**src/rtl/pipeline_stall_ctrl.sv**
```systemverilog
// Pipeline stall controller: runs multi-cycle data-memory accesses for the
// MEM-stage instruction, freezes the pipeline while they run, and inserts a
// single ID/EX bubble on load-use hazards.
module pipeline_stall_ctrl #(
  parameter int unsigned ADDR_W  = 32,
  parameter int unsigned DATA_W  = 32,
  parameter int unsigned TIMEOUT = 255,
  parameter int unsigned CNT_W   = 8
) (
  input  logic              clk_i,
  input  logic              rst_i,
  input  logic              start_i,
  input  logic              mem_memread_i,
  input  logic              mem_memwrite_i,
  input  logic [ADDR_W-1:0] mem_addr_i,
  input  logic [DATA_W-1:0] mem_wdata_i,
  output logic              dmem_req_o,
  output logic              dmem_we_o,
  output logic [ADDR_W-1:0] dmem_addr_o,
  output logic [DATA_W-1:0] dmem_wdata_o,
  input  logic              dmem_ack_i,
  input  logic [DATA_W-1:0] dmem_rdata_i,
  output logic [DATA_W-1:0] mem_rdata_o,
  input  logic              ex_memread_i,
  input  logic [4:0]        ex_rd_i,
  input  logic [4:0]        id_rs1_i,
  input  logic [4:0]        id_rs2_i,
  output logic              pc_en_o,
  output logic              ifid_en_o,
  output logic              idex_flush_o,
  output logic              pipe_en_o,
  output logic [31:0]       stall_cycles_o,
  output logic              timeout_o
);

  typedef enum logic [1:0] {StIdle, StAccess, StDone} state_e;

  // Counter value on the last ACCESS cycle allowed before forced completion.
  localparam logic [CNT_W-1:0] TimeoutLast = CNT_W'(TIMEOUT - 1);

  state_e              state_q, state_d;
  logic                req_q, req_d;
  logic                we_q, we_d;
  logic [ADDR_W-1:0]   addr_q, addr_d;
  logic [DATA_W-1:0]   wdata_q, wdata_d;
  logic [DATA_W-1:0]   rdata_q, rdata_d;
  logic [CNT_W-1:0]    cnt_q, cnt_d;
  logic                timeout_q, timeout_d;
  logic [31:0]         stall_q, stall_d;

  logic mem_op;
  logic mem_stall;
  logic load_use;

  assign mem_op    = mem_memread_i | mem_memwrite_i;
  assign mem_stall = ((state_q == StIdle) && mem_op) || (state_q == StAccess);
  assign load_use  = ex_memread_i && (ex_rd_i != 5'd0) &&
                     ((ex_rd_i == id_rs1_i) || (ex_rd_i == id_rs2_i));

  // Next-state and datapath latching for the memory access sequencer.
  always_comb begin
    state_d   = state_q;
    req_d     = req_q;
    we_d      = we_q;
    addr_d    = addr_q;
    wdata_d   = wdata_q;
    rdata_d   = rdata_q;
    cnt_d     = cnt_q;
    timeout_d = timeout_q;
    unique case (state_q)
      StIdle: begin
        if (start_i && mem_op) begin
          state_d = StAccess;
          req_d   = 1'b1;
          we_d    = mem_memwrite_i;
          addr_d  = mem_addr_i;
          wdata_d = mem_wdata_i;
          cnt_d   = '0;
        end
      end
      StAccess: begin
        cnt_d = cnt_q + CNT_W'(1);
        // Ack wins over a timeout landing on the same edge.
        if (dmem_ack_i) begin
          state_d = StDone;
          req_d   = 1'b0;
          if (!we_q) rdata_d = dmem_rdata_i;
        end else if (cnt_q >= TimeoutLast) begin
          state_d   = StDone;
          req_d     = 1'b0;
          timeout_d = 1'b1;
          if (!we_q) rdata_d = '0;
        end
      end
      StDone: begin
        if (start_i) state_d = StIdle;
      end
      default: begin
        state_d = StIdle;
        req_d   = 1'b0;
      end
    endcase
  end

  // Saturating count of cycles the pipeline is held for memory.
  always_comb begin
    stall_d = stall_q;
    if (start_i && mem_stall && (stall_q != '1)) stall_d = stall_q + 32'd1;
  end

  // State registers with synchronous reset.
  always_ff @(posedge clk_i) begin
    if (rst_i) begin
      state_q   <= StIdle;
      req_q     <= 1'b0;
      we_q      <= 1'b0;
      addr_q    <= '0;
      wdata_q   <= '0;
      rdata_q   <= '0;
      cnt_q     <= '0;
      timeout_q <= 1'b0;
      stall_q   <= '0;
    end else begin
      state_q   <= state_d;
      req_q     <= req_d;
      we_q      <= we_d;
      addr_q    <= addr_d;
      wdata_q   <= wdata_d;
      rdata_q   <= rdata_d;
      cnt_q     <= cnt_d;
      timeout_q <= timeout_d;
      stall_q   <= stall_d;
    end
  end

  // Pipeline enables; memory stall outranks the hazard so the bubble lands
  // only once the access has completed.
  always_comb begin
    pc_en_o      = 1'b0;
    ifid_en_o    = 1'b0;
    pipe_en_o    = 1'b0;
    idex_flush_o = 1'b0;
    if (!start_i || mem_stall) begin
      pc_en_o = 1'b0;
    end else if (load_use) begin
      pipe_en_o    = 1'b1;
      idex_flush_o = 1'b1;
    end else begin
      pc_en_o   = 1'b1;
      ifid_en_o = 1'b1;
      pipe_en_o = 1'b1;
    end
  end

  assign dmem_req_o     = req_q;
  assign dmem_we_o      = we_q;
  assign dmem_addr_o    = addr_q;
  assign dmem_wdata_o   = wdata_q;
  assign mem_rdata_o    = rdata_q;
  assign stall_cycles_o = stall_q;
  assign timeout_o      = timeout_q;

endmodule
```
**config.mk**
```make
export PLATFORM = sky130hd
export DESIGN_NAME = pipeline_stall_ctrl
export DESIGN_NICKNAME = d
export VERILOG_FILES = /design/src/rtl/pipeline_stall_ctrl.sv
export SDC_FILE = /design/constraint.sdc
export NUM_CORES = 1
export LEC_CHECK = 0
export ABC_AREA = 1
export ABC_CLOCK_PERIOD_IN_PS = 1600
export CAP_MARGIN = 20
export CORE_ASPECT_RATIO = 0.75
export CORE_MARGIN = 2
export CORE_UTILIZATION = 30
export CTS_CLUSTER_DIAMETER = 200
export DETAILED_ROUTE_END_ITERATION = 7
export GPL_ROUTABILITY_DRIVEN = 0
export GPL_TIMING_DRIVEN = 1
export PLACE_DENSITY_LB_ADDON = 0.1
export SETUP_SLACK_MARGIN = 0.05
export SYNTH_ARGS = -nofsm -noshare
export SYNTH_HDL_FRONTEND = slang
export SYNTH_SLANG_ARGS = --single-unit
```
**constraint.sdc**
```tcl
create_clock -name clk_i -period 1.6 [get_ports clk_i]
set_input_delay 0.16 -clock clk_i [delete_from_list [all_inputs] [get_ports clk_i]]
set_output_delay 0.16 -clock clk_i [all_outputs]
set_load 0.01 [all_outputs]
```
==> impl_metrics.tcl <==
set metrics [dict create \
    wirelength_mm 21.32 \
    tns_ns -0.05828 \
    p_leak_nw 4.478 \
    final_core_util_pct 53.59 \
    synthDistinctLibCells 32 \
    antenna_cells 0 \
    status "finished with violations" \
    power_density_nw_per_um2 854.7 \
    p_clk_share_pct 44.9 \
    clockBufferDepth 2 \
    clkSinkCount 141 \
    clock_skew_ns 0.01681 \
    route.detailed.drc 0 \
    slew_viol_final 0 \
    period_share_pct 101.5 \
    grt_max_degree 51 \
    worstHoldPathCells 5 \
    synthesis.area_sq_um 6190 \
    root_buffer "clkbuf_16" \
    cts_buffers 17 \
    drtIter0Drc 392 \
    syn_inst 873 \
    crit_fanout 6 \
    cellInternalPower_mw 6.797 \
    vias 6638 \
    yosysWarningCount 0 \
    cts_hold_buf 0 \
    dr.pass1.iters 5 \
    synthesis.nets 994 \
    min_path_type "input pin to flip-flop" \
    hold_violations 0 \
    arrival_ns 1.91 \
    grt_antenna_before_repair 0 \
    wire_per_inst_um 14.62 \
    setup_viol 3 \
    pwr-share-comb_pct 14.8 \
    fp.dieArea_sq_um 21810 \
    cp-end-kind "flip-flop" \
    grt_overflow_total 0 \
    layout.nets 1308 \
    p_seq_share_pct 40.3 \
    die_y_um 128.4 \
    startpoint_type "flip-flop" \
    postRouteAntennaNets 0 \
    core_sq_um 20210 \
    n_fill_cell 1949 \
    min_period_ns 1.624 \
    grt_pass1_vias 6187 \
    place_hpwl_mm 14.54 \
    place_area_sq_um 9328 \
    max_cap_viol_count 0 \
    avgSynthCellArea_sq_um 7.090 \
    crit_type "flip-flop to flip-flop" \
    ir_drop_mv 0.6140 \
    clk_latency_ns 0.43 \
    switching_share_pct 26.58 \
    violations "setup timing" \
    clk_pin_slew_ns 0.06 \
    pin_count 253 \
    grt_pass1_wl_mm 32.63 \
    max_slew_margin_pct 62.75 \
    port_buffers 252 \
    rsz0062_at_grt "yes" \
    via_per_inst 4.553 \
    synth-seq-cells 141 \
    p_switching_mw 2.461 \
    rows 45 \
    cp.required_ns 1.88 \
    initial_utilization_pct 30.62 \
    final_cell_area_sq_um 10830 \
    worst_pin_slew_ns 0.5588 \
    reg2regPathDepth 11 \
    cts_tree "built" \
    seq_area_frac_synth_pct 45.60 \
    chipWidth_um 169.9 \
    cts_htree_levels 4 \
    fmax_ghz 0.6157 \
    area_growth_pct 74.99 \
    final.setup.worst_slack_ns -0.02423 \
    grt_usage_pct 18.99 \
    layout-drive-gt1-share_pct 23.42 \
]
cell usage after synthesis, drive strengths merged:
master,number,area share [%]
nand2,266,16
dfxtp,141,46
a21oi,129,10
nor2,127,8.7
nand3,54,5.5
inv,51,3.1
buf,24,2.6
clkbuf,21,1.3
o21ai,21,1.7
nand4,10,1.0
xor2,8,1.1
nor3,4,0.32
a211oi,3,0.36
ha,3,0.61
a31oi,2,0.20
nand3b,2,0.24
xnor2,2,0.28
a221oi,1,0.14
o21a,1,0.12
o22ai,1,0.10
o31ai,1,0.12
or2,1,0.10
power groups by stage:
| stage | combinational, mW | clock, mW | sequential, mW |
|---|---|---|---|
| 5_1_grt | 1.49 | 4.45 | 3.75 |
| 3_3_place_gp | 1.28 | 0 | 3.81 |
| 4_1_cts | 1.30 | 4.28 | 3.73 |
| 6_report | 1.37 | 4.16 | 3.73 |
| 3_5_place_dp | 1.28 | 0 | 3.81 |
| 2_1_floorplan | 0.433 | 0 | 3.87 |
timing repair:
action                     CTS  global route
gates cloned                 3             4
setup buffers               11             8
hold endpoints to repair     0             0
pin swaps                   26            49
gates resized for setup    129           110
setup endpoints to repair   96           144
placed cells by master, fill, tap and decap left out, types with 10 or more instances in the layout:
cell type / n
nand2_1: 242
clkdlybuf4s50_1: 194
dfxtp_1: 116
nor2_1: 98
a21oi_1: 92
buf_4: 66
dlygate4sd2_1: 40
inv_1: 38
a21oi_2: 33
nand3_1: 30
o21ai_0: 21
nand3_2: 20
dfxtp_2: 20
nor2_4: 19
clkbuf_16: 19
nand2_2: 16
dlymetal6s2s_1: 13
nor2_2: 10
nand4_1: 10
buf_12: 10
path summary, 6_finish.rpt:
| check | slack, ns | end | start |
|---|---|---|---|
| max | -0.02 | stall_cycles_o[2] | stall_cycles_o[1] |
| min | 0.24 | stall_cycles_o[0] | rst_i |
| max reg2reg | -0.02 | stall_cycles_o[2] | stall_cycles_o[1] |
| min reg2reg | 0.46 | mem_rdata_o[4] | mem_rdata_o[4] |
critical path, stage by stage (launching register included):
cell,delay [ns]
dfxtp_4,0.37
ha_4,0.15
nand2_4,0.05
nor2_4,0.14
nand2_4,0.06
nor2_4,0.10
nand3_4,0.10
buf_12,0.14
buf_12,0.13
buf_6,0.11
nand3_1,0.07
a21oi_2,0.05
sequential cells by signal (all words and copies together), names as in the netlist, 2 cells and up:
| register | flops |
|---|---|
| cnt_q | 8 |
| stall_cycles_o | 32 |
| dmem_addr_o | 32 |
| state_q | 2 |
| mem_rdata_o | 32 |
| dmem_wdata_o | 32 |
routing by layer:
layer  vias up  routed length [um]  global-route usage, %
met1      2969                9743                  24.50
met2       209                9213                  29.00
met3        16                2149                  8.397
li1       3444                   -                      -
met5         -                   0                      0
met4         0                 215                  5.178
final cells by class:
| cell class | count | area (sq um) | share of cell area (%) |
|---|---|---|---|
| Clock buffer | 18 | 439.2 | 4.055 |
| Clock inverter | 14 | 171.4 | 1.583 |
| Inverter | 51 | 201.4 | 1.860 |
| Multi-Input combinational cell | 637 | 3436 | 31.72 |
| Sequential cell | 141 | 2867 | 26.46 |
| Tap cell | 258 | 322.8 | 2.980 |
| Timing Repair Buffer | 339 | 3395 | 31.34 |
metrics by stage:
step	hold WS (ns)	power, mW	std cells	setup slack, ns
finish	0.2408	9.258	1458	-0.02423
global route	0.2658	9.688	1458	-0.1215
CTS	0.2457	9.305	1446	-0.01669
detailed placement	0.4545	5.090	1400	-0.5081
global placement	0.4518	5.091	1400	-0.5105
floorplan	0.3034	4.306	873	0.05840
kinds of logic (layout without fill, tap and decap cells):
kind of cell,after synthesis,count (layout),synth area share (%)
AND/OR/NAND/NOR,464,465,32.26
AO/OA/AOI/OAI,159,159,13.18
flip-flops,141,141,45.60
buffers and inverters,96,422,6.933
XOR/XNOR,10,10,1.415
adder cells (fa/ha/maj),3,3,0.6065
Note: power is estimated with default switching activity, not from simulation.
